<file path="src/rtl/rot_message_encoder.sv">
// ============================================================================
//  Module      : rot_message_encoder
//  Description : Streaming byte encoder. Each byte is rotated left by a
//                per-position key nibble and buffered in an output FIFO.
//                Optional per-frame XOR checksum byte: ENCODER_CHECKSUM_EN.
//  Revision    : 1.0 - initial release
// ============================================================================
`default_nettype none

module rot_message_encoder #(
    parameter int KEY_LEN    = 8,
    parameter int FIFO_DEPTH = 4,
    localparam int IDX_W     = (KEY_LEN > 1) ? $clog2(KEY_LEN) : 1
) (
    input  logic                   clk,
    input  logic                   rst,
    input  logic                   key_wr,
    input  logic [4*KEY_LEN-1:0]   key_in,
    input  logic                   in_valid,
    input  logic [7:0]             in_data,
    input  logic                   in_last,
    output logic                   in_ready,
    output logic                   out_valid,
    output logic [7:0]             out_data,
    output logic                   out_last,
    input  logic                   out_ready,
    output logic                   busy,
    output logic [IDX_W-1:0]       key_idx
);

    localparam int PTR_W = $clog2(FIFO_DEPTH);
    localparam int CNT_W = PTR_W + 1;
    localparam logic [IDX_W-1:0] c_IDX_LAST = IDX_W'(KEY_LEN - 1);
    localparam logic [CNT_W-1:0] c_DEPTH    = CNT_W'(FIFO_DEPTH);

    typedef enum logic [1:0] {
        S_NOKEY = 2'd0,
        S_READY = 2'd1,
        S_FRAME = 2'd2
`ifdef ENCODER_CHECKSUM_EN
        , S_CSUM = 2'd3
`endif
    } state_t;

    state_t             r_state;
    logic [2:0]         r_key [KEY_LEN];
    logic [8:0]         r_mem [FIFO_DEPTH];
    logic [PTR_W-1:0]   r_wr_ptr;
    logic [PTR_W-1:0]   r_rd_ptr;
    logic [CNT_W-1:0]   r_count;

    logic               w_space;
    logic               w_accept;
    logic               w_pop;
    logic               w_push;
    logic [8:0]         w_push_word;
    logic [2:0]         w_rot;
    logic [7:0]         w_enc;
    logic [KEY_LEN-1:0] w_unused_key_msb;

    // Bit 3 of every key nibble carries no rotation information.
    generate
        for (genvar i = 0; i < KEY_LEN; i++) begin : g_key_msb
            assign w_unused_key_msb[i] = key_in[4*i+3];
        end
    endgenerate

    assign w_space   = (r_count < c_DEPTH);
    assign in_ready  = ((r_state == S_READY) || (r_state == S_FRAME)) && w_space;
    assign w_accept  = in_valid && in_ready;
    assign out_valid = (r_count != '0);
    assign w_pop     = out_valid && out_ready;
    assign out_data  = r_mem[r_rd_ptr][7:0];
    assign out_last  = r_mem[r_rd_ptr][8];

    assign w_rot = r_key[key_idx];
    assign w_enc = (in_data << w_rot) | (in_data >> (4'd8 - {1'b0, w_rot}));

`ifdef ENCODER_CHECKSUM_EN
    logic [7:0] r_csum;
    logic [7:0] w_csum_next;

    // A frame starts whenever a byte is accepted from READY.
    assign w_csum_next = ((r_state == S_READY) ? 8'h00 : r_csum) ^ in_data;
    assign busy = (r_state == S_FRAME) || (r_state == S_CSUM);

    always_comb begin
        w_push      = 1'b0;
        w_push_word = '0;
        if (w_accept) begin
            w_push      = 1'b1;
            w_push_word = {1'b0, w_enc};
        end else if ((r_state == S_CSUM) && w_space) begin
            w_push      = 1'b1;
            w_push_word = {1'b1, r_csum};
        end
    end

    always_ff @(posedge clk) begin
        if (rst) begin
            r_csum <= 8'h00;
        end else if (w_accept) begin
            r_csum <= w_csum_next;
        end
    end
`else
    assign busy = (r_state == S_FRAME);

    always_comb begin
        w_push      = w_accept;
        w_push_word = {in_last, w_enc};
    end
`endif

    always_ff @(posedge clk) begin
        if (rst) begin
            r_state  <= S_NOKEY;
            r_wr_ptr <= '0;
            r_rd_ptr <= '0;
            r_count  <= '0;
            key_idx  <= '0;
            for (int i = 0; i < KEY_LEN; i++) begin
                r_key[i] <= 3'd0;
            end
            for (int i = 0; i < FIFO_DEPTH; i++) begin
                r_mem[i] <= 9'd0;
            end
        end else begin
            if (w_push) begin
                r_mem[r_wr_ptr] <= w_push_word;
                r_wr_ptr        <= r_wr_ptr + 1'b1;
            end
            if (w_pop) begin
                r_rd_ptr <= r_rd_ptr + 1'b1;
            end
            r_count <= r_count + CNT_W'(w_push) - CNT_W'(w_pop);

            if (w_accept) begin
                key_idx <= (in_last || (key_idx == c_IDX_LAST)) ? '0 : key_idx + 1'b1;
            end

            case (r_state)
                S_NOKEY: begin
                    if (key_wr) begin
                        for (int i = 0; i < KEY_LEN; i++) begin
                            r_key[i] <= key_in[4*i +: 3];
                        end
                        r_state <= S_READY;
                    end
                end
                S_READY: begin
                    // A byte accepted alongside key_wr still sees the old key.
                    if (key_wr) begin
                        for (int i = 0; i < KEY_LEN; i++) begin
                            r_key[i] <= key_in[4*i +: 3];
                        end
                    end
                    if (w_accept) begin
`ifdef ENCODER_CHECKSUM_EN
                        r_state <= in_last ? S_CSUM : S_FRAME;
`else
                        r_state <= in_last ? S_READY : S_FRAME;
`endif
                    end
                end
                S_FRAME: begin
                    if (w_accept && in_last) begin
`ifdef ENCODER_CHECKSUM_EN
                        r_state <= S_CSUM;
`else
                        r_state <= S_READY;
`endif
                    end
                end
`ifdef ENCODER_CHECKSUM_EN
                S_CSUM: begin
                    if (w_space) begin
                        r_state <= S_READY;
                    end
                end
`endif
                default: r_state <= S_NOKEY;
            endcase
        end
    end

endmodule

`default_nettype wire

</file>
<file path="config.mk">
export PLATFORM = sky130hd
export DESIGN_NAME = rot_message_encoder
export DESIGN_NICKNAME = d
export VERILOG_FILES = /design/src/rtl/rot_message_encoder.sv
export SDC_FILE = /design/constraint.sdc
export NUM_CORES = 1
export LEC_CHECK = 0
export ABC_CLOCK_PERIOD_IN_PS = 3700
export CAP_MARGIN = 40
export CORE_MARGIN = 5
export CORE_UTILIZATION = 30
export DETAILED_ROUTE_END_ITERATION = 6
export PLACE_DENSITY = 0.51
export SYNTH_ARGS = -nofsm -noshare
export SYNTH_HDL_FRONTEND = slang
export SYNTH_SLANG_ARGS = --single-unit
export TNS_END_PERCENT = 30
</file>
<file path="constraint.sdc">
create_clock -name clk -period 3.7 [get_ports clk]
set_input_delay 0.74 -clock clk [delete_from_list [all_inputs] [get_ports clk]]
set_output_delay 0.74 -clock clk [all_outputs]
set_load 0.01 [all_outputs]
</file>
[Word-level counts from Yosys, hierarchy flattened]
Memories as Yosys holds them, arrays and structs flattened. A register that Yosys moved wholly into a read port is not among the register bits.
Cells that the tools add are included.
Cells by class
  add/sub/neg operators: 6
  magnitude comparators: 1
  equal/unequal tests: 6
  shift-type cells: 2
  mux-type cells: 41
  bitwise gates (word level): 17
  reduce and logical (&&, ||, !) cells: 10
Operator list (count)
  two-way mux 3 bit: 19
  bitwise OR 1 bit: 16
  two-way mux 2 bit: 7
  two-way mux 1 bit: 13
  two-way mux 9 bit: 1
  OR reduction 9 bit: 1
  bitwise OR 8 bit: 1
  left shift 8 x 3 -> 8 bit: 1
  right shift 8 x 4 -> 8 bit: 1
  case mux 2 bit (3 select lines): 1
  adder 2 x 1 -> 2 bit (second input constant): 2
  logical AND 1 bit: 4
  inequality test 2 bit (second input constant): 2
  subtractor 4 x 3 -> 4 bit (first input constant): 1
  adder 3 x 1 -> 3 bit: 1
  adder 3 x 1 -> 3 bit (second input constant): 1
  == test 3 bit (second input constant): 1
  < comparator 3 bit (second input constant): 1
  AND reduction 3 bit: 1
  nonzero test 3 bit: 1
  subtractor 3 x 1 -> 3 bit: 1
  == test 2 x 1 -> 1 bit (second input constant): 1
  == test 2 bit (second input constant): 1
  zero test 2 bit: 1
  other kinds (2): 3
Storage, ports and cells
  register bits: 12
  bits in writable memories: 60
  input bits: 46
  output and inout bits: 15
  memories: 2
Memories
  r_mem: words 4, bits a word 9, rd ports 1, clocked after Yosys merged registers in 1, write ports 4, RTL line 47  | logic [8:0] r_mem [FIFO_DEPTH];
  r_key: words 8, bits a word 3, rd ports 1, clocked after Yosys merged registers in 1, write ports 8, RTL line 46  | logic [2:0] r_key [KEY_LEN];

[Longest topological paths before layout]
Gate-level depths: netlist of run 1.
  word-level depth: 9
  depth in mapped cells: 15
  mapped depth without buffers: 10

[Worst setup path before layout of run 1]
OpenSTA, ideal clock, no wires.
  path type: register -> register
  start: register with a tool-made name
  end: memory r_mem[2][4], data pin
  setup time: 0.264 ns
  arrival: 3.151 ns
  data required time: 3.436 ns
  slack: 0.285 ns
  stages on the path, launching flop included: 15
  path through: dfxtp_1 > buf_6 > mux2_2 > o22ai_2 > or2_1 > buf_6 > buf_6 > buf_2 > ha_1 > clkbuf_1 > inv_1 > mux4_2 > and2_1 > a211oi_2 > nor2_1
RTL lines (RTL line)
  to (decl): 47

==> metrics.yaml, run 1 <==
run_status: "completed"
synth_edf_count: 60
grt_pass1_wl_mm: 14.17
rows: 42
dp_cells: 552
start_kind: "flop"
syn-cell-area_um2: 4044
ys_types: 49
p_leak_nw: 1.893
syn_avg_cell_area_um2: 12.07
pre_cts_ws_ns: 0.3575
htreeDepth: 3
timing.final.ws_setup_ns: 0.4095
ys_seq_area_frac: 0.5297
placed_cell_area_um2: 4746
worst-path-buf-inv: 1
finalSetupViolCount: 0
cpPeakStageDelay_ns: 0.62
timing.slew.headroom: 0.5375
overflow: 0
drt_iter0_markers: 168
start_util: 0.3054
critPathTopFamily: "multiplexers"
grt_usage: 0.1123
max-cap-violations: 0
final_cells: 568
syn-instance-count: 335
cts_buffers: 9
cp_cell_sequence: "mux4_2 -> mux2i_1 -> ha_1 -> inv_1 -> mux4_2 -> o21ai_0 -> nor2_1"
ios: 61
dpl.hpwl_mm: 6.351
area_delta_synth_final_pct: 25.09
worstPathRequired_ns: 3.76
yosys_warnings: 0
synth_top_area_frac: 0.4455
mostFrequentLayoutCell: "edfxtp_1"
worstSetupPathType: "reg2reg"
drive_above_1_share: 0.1173
core_um2: 13240
wire_per_inst_um: 15.29
vdd_drop_max_v: 0.0002400
cp_max_fo: 8
die_y_um: 126.1
post-route-util: 0.3820
viasPerCell: 4.644
cts_setup_buffers: 0
die-area_um2: 15900
yosys.area.top_type: "edfxtp_1"
clock_skew_ns: 0.007197
final_cell_mix: "edfxtp_1 (60), clkdlybuf4s50_1 (52), nor2_1 (36)"
clk_pin_slew_worst_paths_ns: 0.06
ys_async_sr_fraction: 0
drt_wl_total_mm: 8.684
root_buffer: "clkbuf_16"
synthTopCellsByArea: "edfxtp_1 (45%), mux4_2 (8.9%), dfxtp_1 (8.4%)"
fmax_mhz: 303.9
cts.path.max_buffers: 2
place_congestion: 0.7999
power_mw: 3.335
cts_tree: "done"
powerDensity_nw_per_um2: 659.2
post-route-period-util: 0.8893
synth.net_count: 390
drc_errors: 0
setup.worst_path.end_class: "flop"
tns_ns: 0
crit_path_frequent_cell: "mux4_2"
whs_ns: 0.5045
nets: 442
ant_nets: 0
cts_hold_buf: 0
ys_ff_latch: 77
post-route-cell-area_um2: 5059
grt_start_max_net_pins: 32
port-buffer-count: 52
dr.pass1.iters: 5
drv_slew: 0
antenna_found_initial: 0
synthFlopType: "edfxtp_1"
rsz0062_at_grt: "no"
clock_sinks: 77
worst_pin_slew_ns: 0.6912
grt_pass1_vias: 2846
die_width_um: 126.1
hp-class: "reg2reg"
slowest_stage: "dfxtp_1"
hold_viol: 0
post-route-min-period_ns: 3.291
vias: 2638
antenna_cells: 0
worstSkewPairLatency_ns: 0.33
cp_data_arrival_time_ns: 3.35
ctsResizeCount: 0
==> Yosys cell counts, types with 2 or more instances <==
master,n
o21ai_0,7
edfxtp_1,60
nand3_1,3
inv_1,8
nand2b_1,10
nor3_1,3
dfxtp_1,17
xor2_1,2
mux2_2,2
and2_1,31
mux4_2,16
a211oi_1,3
nand2_1,12
buf_2,4
mux2i_1,18
nor2_1,36
a32o_1,2
a21o_1,2
clkbuf_1,11
nor2b_1,23
ha_1,8
a21oi_1,20
or2_1,2
buf_6,3
a211o_1,2
or3_1,3
xnor2_1,5
==> registers in the layout, summed over array words and instances (netlist names), named ones only <==
signal    cells
r_mem        36
r_key        24
key_idx       3
r_count       3
r_rd_ptr      2
r_state       2
r_wr_ptr      2
==> per-layer routing <==
metal,share of wire,global-route usage,vias up,wire length (um)
met5,0,0,-,0
met4,0.016,0.04416,0,138
li1,-,-,1323,-
met1,0.44,0.1321,1246,3825
met3,0.035,0.02667,12,307
met2,0.51,0.1975,57,4413
==> cells by family (layout without fill, tap and decap cells) <==
kind of cell	count (synthesis)	in the layout	share of synthesized area
AO/OA/AOI/OAI	52	52	0.08695
XOR/XNOR	7	7	0.01516
adder cells (fa/ha/maj)	9	9	0.02970
buffers and inverters	27	84	0.03187
flip-flops	77	77	0.5297
multiplexers	37	37	0.1426
AND/OR/NAND/NOR	126	126	0.1640
==> where the power goes <==
group | switching, mW | internal, mW
registers | 0.0945 | 1.10
clock network | 0.351 | 0.567
logic | 0.620 | 0.602
total | 1.06 | 2.27
==> worst reg2reg max path, stage by stage (launching register included) <==
cell	delay, ns
dfxtp_1	0.62
mux4_2	0.57
mux2i_1	0.22
ha_1	0.29
inv_1	0.19
mux4_2	0.55
o21ai_0	0.49
nor2_1	0.10
==> layout make-up <==
class / instances / area (um^2)
Fill cell: 1337 / 8184
Sequential cell: 77 / 2142
Multi-Input combinational cell: 231 / 1773
Timing Repair Buffer: 60 / 580.6
Clock buffer: 12 / 257.7
Tap cell: 176 / 220.2
Clock inverter: 4 / 55.05
Inverter: 8 / 30.03
==> worst paths after layout <==
| kind | slack, ns | endpoint | cells after the start | startpoint |
|---|---|---|---|---|
| hold / removal | 0.50 | r_state[0]$_SDFFE_PP0P_ | 2 | r_state[0]$_SDFFE_PP0P_ |
| hold reg to reg | 0.50 | r_state[0]$_SDFFE_PP0P_ | 2 | r_state[0]$_SDFFE_PP0P_ |
| setup reg to reg | 0.41 | r_mem[0][0]$_SDFFCE_PN0P_ | 7 | flop |
| setup / recovery | 0.41 | r_mem[0][0]$_SDFFCE_PN0P_ | 7 | flop |
(Power assumes the default switching activity.)
==> inputs of run 2 (changes only) <==
--- a/config.mk
+++ b/config.mk
@@ -5,7 +5,7 @@
 export SDC_FILE = /design/constraint.sdc
 export NUM_CORES = 1
 export LEC_CHECK = 0
-export ABC_CLOCK_PERIOD_IN_PS = 3700
+export ABC_CLOCK_PERIOD_IN_PS = 4220
 export CAP_MARGIN = 40
 export CORE_MARGIN = 5
 export CORE_UTILIZATION = 30
==> constraint.sdc (replaced) <==
create_clock -name clk -period 4.22 [get_ports clk]
set_input_delay 0.844 -clock clk [delete_from_list [all_inputs] [get_ports clk]]
set_output_delay 0.844 -clock clk [all_outputs]
set_load 0.01 [all_outputs]
==> run 2 against run 1 <==
Compared with the run above:
- first-iteration DRC count up 1.2%
- cell count down 0.53%
- combinational power down 14%
- global-route usage down 0.35 points
- hold slack better by 0.0067 ns
==> metrics.yaml, run 2 (same netlist as run 1, synthesis figures left out) <==
grt_start_max_net_pins: 31
worstSetupPathType: "reg2reg"
tns_ns: 0
drc_errors: 0
overflow: 0
r2r-end: "r_mem[0][0]$_SDFFCE_PN0P_"
clock_sinks: 77
top_register: "r_mem"
wire_per_inst_um: 14.92
worstSkewPairLatency_ns: 0.33
cts_setup_buffers: 0
port-buffer-count: 52
grt_pass1_vias: 2826
ios: 61
cts_hold_buf: 0
core_um2: 13240
run_status: "completed"
cp_data_arrival_time_ns: 3.52
antenna_cells: 0
p_leak_nw: 1.878
antenna_found_initial: 0
top_regs: "r_mem: 36 flops, r_key: 24 flops"
min_from: "r_state[0]$_SDFFE_PP0P_"
drt_wl_total_mm: 8.427
ctsResizeCount: 0
hold_viol: 0
cts_tree: "done"
grt_pass1_wl_mm: 13.79
fmax_mhz: 289.5
die_y_um: 126.1
drt_iter0_markers: 170
cts_buffers: 9
post-route-min-period_ns: 3.454
cts.path.max_buffers: 2
htreeDepth: 3
finalSetupViolCount: 0
final_cell_mix: "edfxtp_1 (60), clkdlybuf4s50_1 (52), nor2_1 (36)"
max-cap-violations: 0
dpl.hpwl_mm: 6.186
rows: 42
drv_slew: 0
worstPathRequired_ns: 4.28
viasPerCell: 4.740
mostFrequentLayoutCell: "edfxtp_1"
worst_pin_slew_ns: 0.7009
vdd_drop_max_v: 0.0001866
hp-class: "reg2reg"
grt_usage: 0.1088
largest_reg_flops: 36
r2r_slack_ns: 0.77
rsz0062_at_grt: "no"
powerDensity_nw_per_um2: 570.6
nets: 439
place_congestion: 0.8024
ant_nets: 0
cp_max_fo: 10
drive_above_1_share: 0.1131
clk_pin_slew_worst_paths_ns: 0.06
start_util: 0.3054
num-fill-cells: 1322
whs_ns: 0.5112
root_buffer: "clkbuf_16"
area_delta_synth_final_pct: 24.20
timing.slew.headroom: 0.5310
post-route-period-util: 0.8185
min_to: "r_state[0]$_SDFFE_PP0P_"
hold_depth: 2
clock_skew_ns: 0.008788
die_width_um: 126.1
setup.worst_path.end_class: "flop"
vias: 2678
start_kind: "flop"
dr.pass1.iters: 4
reg2regPathDepth: 8
die-area_um2: 15900
[run 2: worst max-delay path by stage]
stage | from | endpoint | cells past startpoint
after global placement | flop | r_mem[0][0]$_SDFFCE_PN0P_ | 7
after CTS | flop | r_mem[0][0]$_SDFFCE_PN0P_ | 7
after global routing | flop | r_mem[1][0]$_SDFFCE_PN0P_ | 7
after floorplan | flop | r_mem[2][4]$_SDFFCE_PN0P_ | 14
final | flop | r_mem[0][0]$_SDFFCE_PN0P_ | 8
after detailed placement | flop | r_mem[0][0]$_SDFFCE_PN0P_ | 7
[run 2: critical path, cell delays in order (launching register included)]
cell and delay [ns]:
dfxtp_1 0.61, mux2_2 0.41, o22ai_2 0.25, or2_1 0.16
ha_1 0.36, inv_1 0.23, mux4_2 0.54, o21ai_0 0.51
nor2_1 0.11
[run 2: metal layers]
layer  vias up  track usage  wire (um)
li1       1317            -          -
met4         0      0.04353        159
met1      1284       0.1285       3652
met5         -            0          0
met2        65       0.1890       4248
met3        12      0.02752        366
[run 2: metrics by stage]
step                      worst slack (ns)  power [mW]  instance area, um^2  std cells    util
after detailed placement            0.7223       2.126                 4723        549  0.3567
after CTS                           0.6957       2.901                 5022        565  0.3793
final                               0.7661       2.866                 5022        565  0.3793
after floorplan                     0.8046       1.806                 4044        335       -
after global routing                0.4477       3.050                 5022        565  0.3793
after global placement              0.7373       2.113                 4723        549  0.3567
[run 2: final cells by class]
cell class                 instances  area [um^2]  area share
tap                              176        220.2     0.04385
inverter                           8        30.03    0.005979
sequential                        77         2142      0.4265
timing repair buffer              57        558.0      0.1111
multi-input combinational        231         1773      0.3530
clock buffer                       9        225.2     0.04484
clock inverter                     7        73.82     0.01470
[run 2: power breakdown]
group          switching, mW  internal [mW]
clock                  0.304          0.460
combinational          0.536          0.519
sequential            0.0816          0.965
total                  0.922           1.94
==> inputs of run 3 (changes only) <==
--- a/config.mk
+++ b/config.mk
@@ -5,12 +5,12 @@
 export SDC_FILE = /design/constraint.sdc
 export NUM_CORES = 1
 export LEC_CHECK = 0
-export ABC_CLOCK_PERIOD_IN_PS = 4220
+export ABC_CLOCK_PERIOD_IN_PS = 2890
 export CAP_MARGIN = 40
 export CORE_MARGIN = 5
 export CORE_UTILIZATION = 30
 export DETAILED_ROUTE_END_ITERATION = 6
-export PLACE_DENSITY = 0.51
+export PLACE_DENSITY = 0.53
 export SYNTH_ARGS = -nofsm -noshare
 export SYNTH_HDL_FRONTEND = slang
 export SYNTH_SLANG_ARGS = --single-unit
==> constraint.sdc (replaced) <==
create_clock -name clk -period 2.89 [get_ports clk]
set_input_delay 0.578 -clock clk [delete_from_list [all_inputs] [get_ports clk]]
set_output_delay 0.578 -clock clk [all_outputs]
set_load 0.01 [all_outputs]
==> run 3 against run 2 <==
Compared with the run above:
- via count fell by 0.82%
- hold slack improved by 0.0041 ns
- core utilization rose by 1.6 points
- total power rose by 54%
- clock skew rose by 0.0012 ns
- critical path depth rose by 1
- sequential power rose by 43%
- critical endpoint is now r_mem[3][5]$_DFFE_PP_
- global-route usage rose by 0.15 points
- first-iteration DRC count fell by 6.5%
==> metrics.yaml, run 3 (same netlist as run 1, synthesis figures left out) <==
drive_above_1_share: 0.1675
max-cap-violations: 0
clock_sinks: 77
hold_viol: 0
r2r-end: "r_mem[3][5]$_DFFE_PP_"
clk_pin_slew_worst_paths_ns: 0.07
run_status: "completed"
top_register: "r_mem"
regArea_um2: 2145
drt_wl_total_mm: 8.539
ios: 61
top_regs: "r_mem: 36 flops, r_key: 24 flops"
crit_path_frequent_cell: "and2_1"
start_util: 0.3054
p_leak_nw: 1.979
overflow: 0
htreeDepth: 3
core_um2: 13240
viasPerCell: 4.564
place_congestion: 0.8190
hp-class: "reg2reg"
whs_ns: 0.5153
cts.path.max_buffers: 2
rows: 42
powerDensity_nw_per_um2: 844.4
die_y_um: 126.1
start_kind: "flop"
cp_max_fo: 8
grt_start_max_net_pins: 31
grt_pass1_wl_mm: 13.92
rsz0062_at_grt: "no"
port-buffer-count: 52
multiInputGateArea_um2: 1826
r2r_slack_ns: 0.12
post-route-period-util: 0.9575
worstSetupPathType: "reg2reg"
critPathTopFamily: "multiplexers"
grt_usage: 0.1103
final_cells: 582
hold_depth: 2
drv_slew: 0
antenna_cells: 0
wire_per_inst_um: 14.67
antenna_found_initial: 0
num-fill-cells: 1294
timing.slew.headroom: 0.5335
worst_pin_slew_ns: 0.6924
drt_iter0_markers: 159
root_buffer: "clkbuf_16"
mostFrequentLayoutCell: "edfxtp_1"
worstPathRequired_ns: 2.99
cp_data_arrival_time_ns: 2.86
area_delta_synth_final_pct: 29.52
fmax_mhz: 361.4
vias: 2656
min_from: "key_idx[2]$_SDFFE_PP0P_"
cts_tree: "done"
cts_buffers: 9
ant_nets: 0
dr.pass1.iters: 4
timing.final.ws_setup_ns: 0.1228
post-route-min-period_ns: 2.767
die-area_um2: 15900
tns_ns: 0
finalSetupViolCount: 0
largest_reg_flops: 36
grt_pass1_vias: 2737
pre_cts_ws_ns: -0.02971
setup.worst_path.end_class: "flop"
dpl.hpwl_mm: 6.269
cpPeakStageDelay_ns: 0.53
final_cell_mix: "edfxtp_1 (60), clkdlybuf4s50_1 (52), nor2_1 (36)"
vdd_drop_max_v: 0.0003280
die_width_um: 126.1
worstSkewPairLatency_ns: 0.34
slowest_stage: "mux4_2"
nets: 456
dp_cells: 565
cp_cell_sequence: "buf_12 -> mux4_2 -> mux2i_4 -> ha_4 -> buf_4 -> a211o_1 -> and2_1 -> a221o_1 -> and2_1"
clock_skew_ns: 0.01000
reg2regPathDepth: 9
worst-path-buf-inv: 2
drc_errors: 0
[run 3: final cells by class]
type	instances	area share
Multi-Input combinational cell	231	0.3485
Clock buffer	9	0.04300
Sequential cell	77	0.4095
Timing Repair Buffer	74	0.1357
Inverter	8	0.007167
Clock inverter	7	0.01409
Tap cell	176	0.04204
[run 3: worst max path at each step]
| stage | from | end | slack (ns) | cells after the start |
|---|---|---|---|---|
| 3_5_place_dp | flop | r_mem[1][3]$_SDFFCE_PN0P_ | -0.03 | 12 |
| 2_1_floorplan | flop | r_mem[2][4]$_SDFFCE_PN0P_ | -0.17 | 14 |
| 4_1_cts | flop | r_mem[0][4]$_SDFFCE_PN0P_ | 0.02 | 9 |
| 6_report | flop | r_mem[3][5]$_DFFE_PP_ | 0.12 | 9 |
| 3_3_place_gp | flop | r_mem[1][3]$_SDFFCE_PN0P_ | 0.002 | 12 |
| 5_1_grt | flop | r_mem[3][3]$_DFFE_PP_ | 0.02 | 12 |
[run 3: metal layers]
layer | track usage | vias to the layer above | share of wire
li1 | - | 1348 | -
met1 | 0.1312 | 1246 | 0.44
met2 | 0.1922 | 53 | 0.51
met3 | 0.03133 | 9 | 0.038
met4 | 0.03596 | 0 | 0.011
met5 | 0 | - | 0
[run 3: stage by stage]
stage | power [mW] | utilization | instance area (um^2)
global placement | 3.282 | 0.3720 | 4926
CTS | 4.446 | 0.3947 | 5226
detailed placement | 3.310 | 0.3720 | 4926
floorplan | 2.762 | - | 4135
global route | 4.680 | 0.3955 | 5238
finish | 4.423 | 0.3955 | 5238
[run 3: worst register-to-register path, delay by kind of cell (launching register included)]
kind                     cells  cell delay (ns)
AND/OR/NAND/NOR              2             0.32
flip-flops                   1             0.34
buffers and inverters        2             0.29
multiplexers                 2             0.73
adder cells (fa/ha/maj)      1             0.27
AO/OA/AOI/OAI                2             0.57
[run 3: repair_timing]
item / in CTS / in global routing
setup endpoints to repair: 4 / 16
setup buffers: 0 / 1
pin swaps: 0 / 5
hold buffers: 0 / 0
gates resized for setup: 2 / 3
hold endpoints to repair: 0 / 0
[run 3: where the power goes]
part	leakage, nW	switching [mW]	internal [mW]
clock network	0.147	0.456	0.672
registers	0.771	0.0881	1.41
logic	1.06	0.878	0.919
total	1.98	1.42	3.00
